`config.mk`:
```
export PLATFORM = sky130hd
export DESIGN_NAME = cpu_boot_sequencer
export DESIGN_NICKNAME = d
export VERILOG_FILES = /design/src/rtl/cpu_boot_pkg.sv /design/src/rtl/cpu_boot_sequencer.sv
export SDC_FILE = /design/constraint.sdc
export NUM_CORES = 1
export LEC_CHECK = 0
export BUFFER_PORTS_ARGS = -buffer_cell sky130_fd_sc_hd__buf_2
export CAP_MARGIN = 20
export CORE_UTILIZATION = 35
export CTS_CLUSTER_DIAMETER = 120
export DETAILED_ROUTE_END_ITERATION = 10
export GPL_TIMING_DRIVEN = 0
export PLACE_DENSITY_LB_ADDON = 0.15
export SYNTH_ARGS = -nofsm -noshare
export SYNTH_HDL_FRONTEND = slang
export SYNTH_SLANG_ARGS = --single-unit
```
`constraint.sdc`:
```
create_clock -name clk_i -period 4.7 [get_ports clk_i]
set_input_delay 0.47 -clock clk_i [delete_from_list [all_inputs] [get_ports clk_i]]
set_output_delay 0.47 -clock clk_i [all_outputs]
set_load 0.02 [all_outputs]
```
`src/rtl/cpu_boot_pkg.sv`:
```
// ============================================================================
//  Module   : cpu_boot_pkg
//  Purpose  : Shared types and default constants for the CPU boot sequencer.
//  Revision : 1.0 - initial release
// ============================================================================
`default_nettype none

package cpu_boot_pkg;

  localparam int ADDR_W = 8;
  localparam int DATA_W = 8;
  localparam int IDX_W  = 9;

  localparam logic [ADDR_W-1:0] DEF_LOAD_BASE    = 8'd0;
  localparam int                DEF_LOAD_LEN     = 5;
  localparam logic [ADDR_W-1:0] DEF_DUMP_BASE    = 8'd5;
  localparam int                DEF_DUMP_LEN     = 4;
  localparam int                DEF_START_CYCLES = 2;
  localparam int                DEF_TIMEOUT      = 65535;

  typedef enum logic [2:0] {
    S_IDLE  = 3'd0,
    S_LOAD  = 3'd1,
    S_START = 3'd2,
    S_RUN   = 3'd3,
    S_DUMP  = 3'd4,
    S_DONE  = 3'd5
  } state_e;

  // 9-bit index folded onto the 8-bit address space, wrapping 255 -> 0.
  function automatic logic [ADDR_W-1:0] wrap_addr(input logic [ADDR_W-1:0] base,
                                                  input logic [IDX_W-1:0]  idx);
    return base + idx[ADDR_W-1:0];
  endfunction

endpackage

`default_nettype wire

```
`src/rtl/cpu_boot_sequencer.sv`:
```
// ============================================================================
//  Module   : cpu_boot_sequencer
//  Purpose  : Load operands into data_mem, release the core, await halt, dump results.
//  Revision : 1.0 - initial release
// ============================================================================
`default_nettype none

module cpu_boot_sequencer
  import cpu_boot_pkg::*;
#(
  parameter logic [ADDR_W-1:0] LOAD_BASE    = DEF_LOAD_BASE,
  parameter int                LOAD_LEN     = DEF_LOAD_LEN,
  parameter logic [ADDR_W-1:0] DUMP_BASE    = DEF_DUMP_BASE,
  parameter int                DUMP_LEN     = DEF_DUMP_LEN,
  parameter int                START_CYCLES = DEF_START_CYCLES,
  parameter int                TIMEOUT      = DEF_TIMEOUT
) (
  input  logic              clk_i,
  input  logic              reset_n_i,
  input  logic              go_i,
  input  logic              in_valid_i,
  input  logic [DATA_W-1:0] in_data_i,
  output logic              in_ready_o,
  output logic              mem_we_o,
  output logic [ADDR_W-1:0] mem_addr_o,
  output logic [DATA_W-1:0] mem_din_o,
  input  logic [DATA_W-1:0] mem_dout_i,
  output logic              cpu_start_o,
  input  logic              cpu_halt_i,
  output logic              out_valid_o,
  output logic [DATA_W-1:0] out_data_o,
  input  logic              out_ready_i,
  output logic              busy_o,
  output logic              done_o,
  output logic              err_o
);

  localparam int CNT_MAX = (TIMEOUT > START_CYCLES) ? TIMEOUT : START_CYCLES;
  localparam int CNT_W   = (CNT_MAX > 1) ? $clog2(CNT_MAX) : 1;

  localparam logic [IDX_W-1:0] LOAD_LAST  = IDX_W'(LOAD_LEN - 1);
  localparam logic [IDX_W-1:0] DUMP_LAST  = IDX_W'(DUMP_LEN - 1);
  localparam logic [CNT_W-1:0] START_LAST = CNT_W'(START_CYCLES - 1);
  localparam logic [CNT_W-1:0] RUN_LAST   = CNT_W'(TIMEOUT - 1);

  localparam state_e GO_NEXT   = (LOAD_LEN == 0) ? S_START : S_LOAD;
  localparam state_e HALT_NEXT = (DUMP_LEN == 0) ? S_DONE  : S_DUMP;

  state_e           state_q, state_d;
  logic [IDX_W-1:0] idx_q, idx_d;
  logic [CNT_W-1:0] cnt_q, cnt_d;
  logic             err_q, err_d;
  logic             in_ready_q;
  logic             cpu_start_q;
  logic             out_valid_q;
  logic             busy_q;
  logic             done_q;

  always_comb begin
    state_d = state_q;
    idx_d   = idx_q;
    cnt_d   = cnt_q;
    err_d   = err_q;
    case (state_q)
      S_IDLE, S_DONE: begin
        if (go_i) begin
          err_d   = 1'b0;
          state_d = GO_NEXT;
        end
      end
      S_LOAD: begin
        if (in_valid_i) begin
          if (idx_q == LOAD_LAST) state_d = S_START;
          else                    idx_d   = idx_q + 9'd1;
        end
      end
      S_START: begin
        if (cnt_q == START_LAST) state_d = S_RUN;
        else                     cnt_d   = cnt_q + CNT_W'(1);
      end
      S_RUN: begin
        // First RUN cycle (cnt_q == 0) masks a halt left over from the previous program.
        if (cpu_halt_i && (cnt_q != '0)) begin
          state_d = HALT_NEXT;
        end else if (cnt_q == RUN_LAST) begin
          state_d = S_DONE;
          err_d   = 1'b1;
        end else begin
          cnt_d = cnt_q + CNT_W'(1);
        end
      end
      S_DUMP: begin
        if (out_ready_i) begin
          if (idx_q == DUMP_LAST) state_d = S_DONE;
          else                    idx_d   = idx_q + 9'd1;
        end
      end
      default: state_d = S_IDLE;
    endcase
    if (state_d != state_q) begin
      idx_d = '0;
      cnt_d = '0;
    end
  end

  always_ff @(posedge clk_i or negedge reset_n_i) begin
    if (!reset_n_i) begin
      state_q     <= S_IDLE;
      idx_q       <= '0;
      cnt_q       <= '0;
      err_q       <= 1'b0;
      in_ready_q  <= 1'b0;
      cpu_start_q <= 1'b1;
      out_valid_q <= 1'b0;
      busy_q      <= 1'b0;
      done_q      <= 1'b0;
    end else begin
      state_q     <= state_d;
      idx_q       <= idx_d;
      cnt_q       <= cnt_d;
      err_q       <= err_d;
      in_ready_q  <= (state_d == S_LOAD);
      cpu_start_q <= (state_d inside {S_IDLE, S_LOAD, S_START});
      out_valid_q <= (state_d == S_DUMP);
      busy_q      <= (state_d inside {S_LOAD, S_START, S_RUN, S_DUMP});
      done_q      <= (state_d == S_DONE);
    end
  end

  always_comb begin
    mem_addr_o = '0;
    case (state_q)
      S_LOAD:  mem_addr_o = wrap_addr(LOAD_BASE, idx_q);
      S_DUMP:  mem_addr_o = wrap_addr(DUMP_BASE, idx_q);
      default: mem_addr_o = '0;
    endcase
  end

  assign mem_we_o    = in_ready_q & in_valid_i;
  assign mem_din_o   = in_data_i;
  assign out_data_o  = mem_dout_i;
  assign in_ready_o  = in_ready_q;
  assign cpu_start_o = cpu_start_q;
  assign out_valid_o = out_valid_q;
  assign busy_o      = busy_q;
  assign done_o      = done_q;
  assign err_o       = err_q;

endmodule

`default_nettype wire

```
======== Word-level counts from Yosys, hierarchy flattened ========
Cells that the tools add are included.
storage, ports and cells
  input bits .............................. 22
  memory bits (read-only) ................. 0
  RAM bits ................................ 0
  bits in latches ......................... 0
  memories kept ........................... 0
  flip-flop bits (word level) ............. 34
operators by class
  magnitude comparators ................... 0
  reductions and logical operators ........ 13
  mux-type cells .......................... 25
  equal/unequal tests ..................... 25
  add/sub/neg operators ................... 3
  multiply operators ...................... 0
  div/mod/pow operators ................... 0
  bitwise gates (word level) .............. 1
  shift operators ......................... 0
operators with widths
  cell                                                  number
  two-way mux 16 bit                                    4
  two-way mux 9 bit                                     5
  one-hot mux 16 bit (2 select lines)                   1
  two-way mux 3 bit                                     8
  inequality test 3 bit, second input constant          7
  one-hot mux 9 bit (2 select lines)                    1
  adder 16 x 1 -> 16 bit, second input constant         1
  equality test 16 x 1 -> 1 bit, second input constant  1
  equality test 16 bit, second input constant           1
  one-hot mux 8 bit (2 select lines)                    1
  nonzero test 16 bit                                   1
  one-hot mux 3 bit (5 select lines)                    1
  equality test 3 x 2 -> 1 bit, second input constant   4
  equality test 3 bit, second input constant            4
  adder 9 x 1 -> 9 bit, second input constant           1
  equality test 9 x 2 -> 1 bit, second input constant   1
  equality test 9 x 3 -> 1 bit, second input constant   1
  nonzero test 3 bit                                    3
  adder 3 x 8 -> 8 bit, first input constant            1
  AND reduction 4 bit                                   2
  equality test 3 x 1 -> 1 bit, second input constant   2
  zero test 3 bit                                       2
  inequality test 2 bit, second input constant          3
  AND reduction 5 bit                                   1
  other kinds (8)                                       10

======== Depth between registers and ports, before layout ========
Gate-level depths: netlist of run 1.
  depth after elaboration ................. 7
  depth in mapped cells ................... 9
  mapped depth without buffers ............ 8

======== Least setup slack after synthesis of run 1 ========
Ideal clock, no wire load.
  path type ............................... register to register
  start ................................... reg cnt_q[0]
  end ..................................... reg cnt_q[11]
  path slack .............................. 2,269 ps
  period minus slack after synthesis ...... 2,431 ps
  stages on the path, launching flop included .. 9
  data required time ...................... 4,622 ps
  path buffers ............................ 1
  setup time .............................. 78 ps
  arrival time ............................ 2,353 ps
  cell sequence ........................... dfrtp_1 > inv_1 > ha_1 > or3b_2 > o41a_1 > o21a_1 > buf_6 > or4_1 > a21oi_1
between the ends
  word-level cells in the longest chain between the ends .. 7
  elaborated cells on any way between the ends .. 20
RTL lines
  item                                                                          RTL line                                            RTL
  start, declared                                                               cpu_boot_sequencer.sv:51                            logic [CNT_W-1:0] cnt_q, cnt_d;
  start signal, assigned                                                        cpu_boot_sequencer.sv:120                           cnt_q <= cnt_d;
  equality test 16 bit or nonzero test 16 bit (tied branches)                   cpu_boot_sequencer.sv:85, cpu_boot_sequencer.sv:83
  two-way mux 3 bit or logical AND 1 bit (tied branches)                        cpu_boot_sequencer.sv:85, cpu_boot_sequencer.sv:83
  two-way mux 3 bit                                                             cpu_boot_sequencer.sv:83                            if (cpu_halt_i && (cnt_q != '0)) begin
  one-hot mux 3 bit (5 select lines)                                            cpu_boot_sequencer.sv:64                            case (state_q)
  inequality test 3 bit                                                         cpu_boot_sequencer.sv:100                           if (state_d != state_q) begin
  inequality test 3 bit (no source line) or nonzero test 3 bit (tied branches)  -
  AND reduction 4 bit (no source line)                                          -
Parallel ways exist; a longest one is shown, timed or not. The select of a mux whose other input is x is not followed.
A chain may end at the register's enable or synchronous reset.

======== Final worst setup path of run 1 ========
  start ................................... reg state_q[2]
  end ..................................... out mem_addr_o[6]
between the ends
  word-level cells in the longest chain between the ends .. 2
  elaborated cells on any way between the ends .. 3
RTL lines
  item                                                                 RTL line                   RTL
  start, declared                                                      cpu_boot_sequencer.sv:49   state_e state_q, state_d;
  start signal, assigned                                               cpu_boot_sequencer.sv:118  state_q <= state_d;
  equality test 3 bit or equality test 3 x 1 -> 1 bit (tied branches)  cpu_boot_sequencer.sv:132  case (state_q)
  one-hot mux 8 bit (2 select lines) *                                 cpu_boot_sequencer.sv:132
  end, declared                                                        cpu_boot_sequencer.sv:25   output logic [ADDR_W-1:0] mem_addr_o,
Every way passes the cells marked *; elsewhere a longest branch is shown, timed or not.

==> results of run 1 <==
[Yosys cell counts (all sizes together), types with 6 or more instances]
master	instances	share of area
nor2	14	0.023
o31ai	10	0.032
a21oi	30	0.065
or4	12	0.039
o21ai	17	0.037
or3	7	0.019
nand4	7	0.019
xnor2	11	0.042
dfrtp	33	0.36
and2	6	0.016
nand3	12	0.026
inv	14	0.023
buf	18	0.058
nand2	9	0.015
ha	6	0.032
clkbuf	11	0.018
[routing by layer]
metal / track usage / up-vias
met5: 0 / -
met4: 0.0517 / 0
met3: 0.0308 / 9
met2: 0.258 / 57
met1: 0.228 / 987
li1: - / 1062
[worst max-delay path: stages, from the launching register on]
cell and delay (ns):
dfrtp_1 0.46, clkbuf_1 0.35, nor3b_1 0.47, clkbuf_1 0.38, o21ai_0 0.15, a31oi_1 0.17, buf_2 0.18
[cell type report]
cell class / count / share of cell area
tap: 77 / 0.0357
clock buffer: 8 / 0.0408
buffer: 29 / 0.0653
sequential: 34 / 0.315
timing repair buffer: 36 / 0.0667
multi-input combinational: 192 / 0.457
inverter: 14 / 0.0195
[sequential cells by signal, indices dropped and copies added, names as in the netlist]
| name | flops |
|---|---|
| state_q | 3 |
| in_ready_o | 1 |
| done_o | 1 |
| idx_q | 9 |
| busy_o | 1 |
| cpu_start_o | 1 |
| err_o | 1 |
| out_valid_o | 1 |
| cnt_q | 16 |
[placed cells by master, fill, tap and decap left out, drive strengths merged, types with 9 or more instances in the layout]
master / instances
o31ai: 10
buf: 54
xnor2: 11
o21ai: 17
inv: 14
or4: 12
nand2: 9
dfrtp: 33
a21oi: 30
clkbuf: 19
nand3: 12
nor2: 14
[through the flow]
stage | worst slack [ns] | hold slack, ns | instances | power, mW
after global routing | 1.55 | 0.335 | 390 | 1.23
final | 1.76 | 0.262 | 390 | 1.15
after detailed placement | 1.95 | 0.543 | 382 | 0.892
after global placement | 1.96 | 0.529 | 382 | 0.894
after floorplan | 2.27 | 0.174 | 269 | 0.747
after CTS | 1.77 | 0.294 | 390 | 1.16
[power groups by stage]
stage	Combinational (mW)	Clock, mW	Sequential (mW)
global placement	0.509	0	0.385
detailed placement	0.507	0	0.385
CTS	0.511	0.268	0.380
floorplan	0.348	0	0.399
global route	0.566	0.278	0.385
finish	0.511	0.258	0.380
[kinds of logic after synthesis]
kind of cell    synth area share
compound gates             0.194
xor+xnor                  0.0416
fa+ha+maj                 0.0324
buf+inv                   0.0989
flops                      0.368
mux                      0.00919
simple gates               0.256
[worst max-delay path by stage]
stage / slack, ns / end / start / cells after the start
4_1_cts: 1.77 / mem_addr_o[6] / state_q[2]$_DFF_PN0_ / 6
3_3_place_gp: 1.96 / done_o$_DFF_PN0_ / cnt_q[0]$_DFFE_PN0P_ / 9
6_report: 1.76 / mem_addr_o[6] / state_q[2]$_DFF_PN0_ / 6
2_1_floorplan: 2.27 / cnt_q[11]$_DFFE_PN0P_ / cnt_q[0]$_DFFE_PN0P_ / 8
5_1_grt: 1.55 / mem_addr_o[6] / state_q[2]$_DFF_PN0_ / 6
3_5_place_dp: 1.95 / done_o$_DFF_PN0_ / cnt_q[0]$_DFFE_PN0P_ / 9
==> results.ini, run 1 <==
[run_status]
status=finished clean

[floorplanning]
top_level_ports=53
num_rows=29
start_util=0.365
chipHeight_um=83.3
core_um2=6350
fp.dieW_um=83.3
die-area_um2=6940

[clocking]
cts_hold_buffers=0
htree_num_levels=2
cts_tree=done
cts.path.max_buffers=2
numCtsBuffers=5
clk_latency_ns=0.29
ctsResizeCount=0
cts_setup_buffers=0
cts-root-buf=clkbuf_8
cts_sinks=34
clkSlewWorstSetupHoldPaths_ns=0.07

[global_routing]
gr-total-overflow=0
grt_pass1_wl_mm=9.19
grt_max_degree=35
grt_pass1_vias=1898
grt_antenna_before_repair=0
grt_usage=0.164

[power_and_ir_drop]
p_sw_mw=0.481
power.leakage_nw=1.18
pwr-share-comb=0.445
seqPwrFrac=0.331
ir_drop_mv=0.278
power.density_nw_per_um2=425
p_int_mw=0.667
pwr-share-clk=0.224
swShare=0.419

[sta]
relSlewSlack=0.476
rsz0062_at_grt=false
finalSetupViolCount=0
fin_setup_tns_ns=0
final_max_slew_viol_count=0
period_share=0.625
hold_viol_final=0
skew_ns=0.00450
worst_pin_slew_ns=0.786
fmax_ghz=0.340
min_period_ns=2.94

[synthesis]
synthArstFlopShare=1.00
synth_area_um2=2310
yosysUniqueCellTypes=48
yosys_warnings=0
synth_cells=269
synth_ff_type=dfrtp_1
synth_nets=297
ys_seq_elements=34
seq_area_frac_synth=0.368
synth.avg_cell_area_um2=8.60
synth_edf_count=0

[routing]
vias=2115
routed-wl-met3_um=255
drc=0
post_drt_wl_per_cell_um=14.4
wl_met1_mm=2.76
wirelength_mm=5.62
ant_nets=0
drtPass1Iterations=4
via_per_inst=5.42
wl_met2_mm=2.53
highest_layer=met4
drt_iter0_markers=102

[place]
place_congestion=0.789
dp_hpwl_mm=4.01
dpl_cell_area_um2=2590
port-buffer-count=36

[critical_path]
r2r_slack_ns=1.91
path_max_fanout=10
ff2ff_path_depth=8
cp.arrival_ns=2.47
path_class=reg -> out
r2r_end=cnt_q[8]$_DFFE_PN0P_
r2r_start=cnt_q[0]$_DFFE_PN0P_
cp_data_required_time_ns=4.23
startpoint_type=register
worstSetupEndpointType=output pin

[layout]
diodes=0
seq_area_um2=852
syn2layout_area_growth_pct=16.7
finalCoreUtilization=0.425
finalNetCount=340
drive_above_1_share=0.214
postLayoutCellArea_um2=2700
fillCellCount=634
multi_input_area_um2=1230

[run]
cap_violations=0

[hold_path]
min_path_type=in -> async

(Power assumes the default switching activity.)
==> inputs of run 2 (changes only) <==
Settings changed: ABC_AREA set to 1.
Clock period 4.7 ns to 2.7 ns, I/O delays scaled along.
==> results.ini, run 2 <==
[run_status]
status=finished, violations left
violations=design-rule violations

[global_routing]
grt_max_degree=35
grt_usage=0.154
grt_pass1_wl_mm=8.64
grt_pass1_vias=1886
gr-total-overflow=0
grt_antenna_before_repair=0

[floorplanning]
fp.dieW_um=84.1
num_rows=29
chipHeight_um=84.1
top_level_ports=53
core_um2=6420
die-area_um2=7070
start_util=0.367

[critical_path]
r2r_slack_ns=0.45
cp.arrival_ns=2.47
startpoint_type=register
path_class=reg -> reg
worstSetupEndpointType=register
ff2ff_path_depth=13
r2r_end=cnt_q[11]$_DFFE_PN0P_
r2r_start=cnt_q[0]$_DFFE_PN0P_
path_max_fanout=10
cp_data_required_time_ns=2.92

[place]
place_congestion=0.807
port-buffer-count=36
dpl_cell_area_um2=2640
dp_hpwl_mm=3.79

[synthesis]
yosys_warnings=0
yosys-top-cells-area=dfrtp_1 35%, nand2_1 11%, nor2_1 9.7%
synth_area_um2=2360
synth_top_area_cell=dfrtp_1
synthTopCellsByCount=67 x nand2_1, 61 x nor2_1, 35 x inv_1
muxShareOfSynthArea=0
synth_compound_area_frac=0.0716
synth.avg_cell_area_um2=7.32
seq_area_frac_synth=0.361
synth_cells=322
yosysUniqueCellTypes=31
synthArstFlopShare=1.00
synth_xor_area_frac=0.0594
synth_edf_count=0
synth_fa_ha_area_frac=0.0318
synth_nets=350
ys_seq_elements=34
synth_top_family_by_area=simple AND/OR/NAND/NOR gates
synth_ff_type=dfrtp_1
synth_top_area_share=0.350
yosys.area_share.simple=0.349
synth.most_common_cell=nand2_1

[clocking]
clk_latency_ns=0.30
htree_num_levels=2
clkSlewWorstSetupHoldPaths_ns=0.08
cts_hold_buffers=0
cts-root-buf=clkbuf_8
cts_sinks=34
cts_setup_buffers=0
cts_tree=done
ctsResizeCount=0
cts.path.max_buffers=2
numCtsBuffers=5

[routing]
drtPass1Iterations=7
drt_iter0_markers=108
drc=18
post_drt_wl_per_cell_um=11.5
wirelength_mm=5.10
via_per_inst=4.67
vias=2069
ant_nets=0

[layout]
drive_above_1_share=0.238
finalNetCount=393
finalCoreUtilization=0.432
diodes=0
final_common_cell=nand2_1
syn2layout_area_growth_pct=17.6
largest_reg_flops=16
postLayoutCellArea_um2=2770
final_cell_mix=67 x nand2_1, 61 x nor2_1, 36 x buf_2
fillCellCount=666
top_register=cnt_q
top_regs=cnt_q (16), idx_q (9), state_q (3)

[power_and_ir_drop]
power_mw=2.29
power.density_nw_per_um2=828
ir_drop_mv=0.281
power.leakage_nw=1.35

[sta]
fin_setup_tns_ns=0
worst_pin_slew_ns=0.806
relSlewSlack=0.463
fmax_ghz=0.444
finalSetupViolCount=0
rsz0062_at_grt=false
period_share=0.835
skew_ns=0.0170
min_period_ns=2.25
final_max_slew_viol_count=0
hold_viol_final=0

[run]
cap_violations=0

[hold_path]
min_path_type=in -> async

## run 2: cell types whose count changed after synthesis, moves of 7 or more
cell      delta
a21oi_1     -24
or4_1       -12
xnor2_1      -9
nor3_1       +7
or3_1        -7
nor2_2       +8
nor2_1      +47
xor2_1      +14
clkbuf_1    -11
inv_1       +21
o21ai_0      -8
nand2_1     +58
o31ai_1      -9
## run 2: report_power, final
group / internal (mW) / total (mW) / switching (mW)
combinational: 0.346 / 1.08 / 0.736
clock: 0.370 / 0.578 / 0.208
sequential: 0.577 / 0.635 / 0.0582
## run 2: worst max path at each step
stage / end / startpoint / cells after the start
floorplan: cnt_q[11]$_DFFE_PN0P_ / cnt_q[0]$_DFFE_PN0P_ / 12
global placement: cnt_q[11]$_DFFE_PN0P_ / cnt_q[0]$_DFFE_PN0P_ / 12
detailed placement: cnt_q[0]$_DFFE_PN0P_ / cnt_q[0]$_DFFE_PN0P_ / 13
CTS: cnt_q[11]$_DFFE_PN0P_ / cnt_q[0]$_DFFE_PN0P_ / 13
global route: cnt_q[7]$_DFFE_PN0P_ / cnt_q[0]$_DFFE_PN0P_ / 13
finish: cnt_q[11]$_DFFE_PN0P_ / cnt_q[0]$_DFFE_PN0P_ / 13
## run 2: final cells by class
cell class,instances,area (um^2),share of cell area
timing repair buffer,36,180,0.0650
clock buffer,5,68.8,0.0248
clock inverter,3,68.8,0.0248
multi-input combinational,230,1210,0.435
tap,77,96.3,0.0347
sequential,34,852,0.307
buffer,18,148,0.0532
inverter,40,153,0.0551
## run 2: logic make-up after synthesis
logic type,after synthesis
AO/OA/AOI/OAI,27
XOR/XNOR,16
adder cells (fa/ha/maj),6
buffers and inverters,58
flip-flops,34
AND/OR/NAND/NOR,181
## run 2: per-layer routing
layer | track usage | part of all wire
met1 | 0.199 | 0.49
met3 | 0.0336 | 0.048
met5 | 0 | 0
met2 | 0.258 | 0.45
met4 | 0.0470 | 0.013
## run 2: per-stage QoR
step                      worst slack (ns)  std cells  hold WS [ns]
after global placement               0.508        435         0.411
after global routing                 0.231        443         0.124
after detailed placement             0.492        435         0.416
after CTS                            0.451        443        0.0909
final                                0.447        443        0.0606
after floorplan                      0.879        322       -0.0256
## run 2: worst max-delay path, cell delays in order, from the launching register on
cell and delay (ns):
dfrtp_1 0.43, inv_1 0.15, ha_1 0.19, nand2_1 0.05, nor2_1 0.08, nand3_1 0.07, nor2_1 0.17, nand2_1 0.12
nand4_1 0.11, nand3_1 0.13, a21oi_4 0.30, inv_4 0.12, buf_12 0.18, nor2_2 0.07
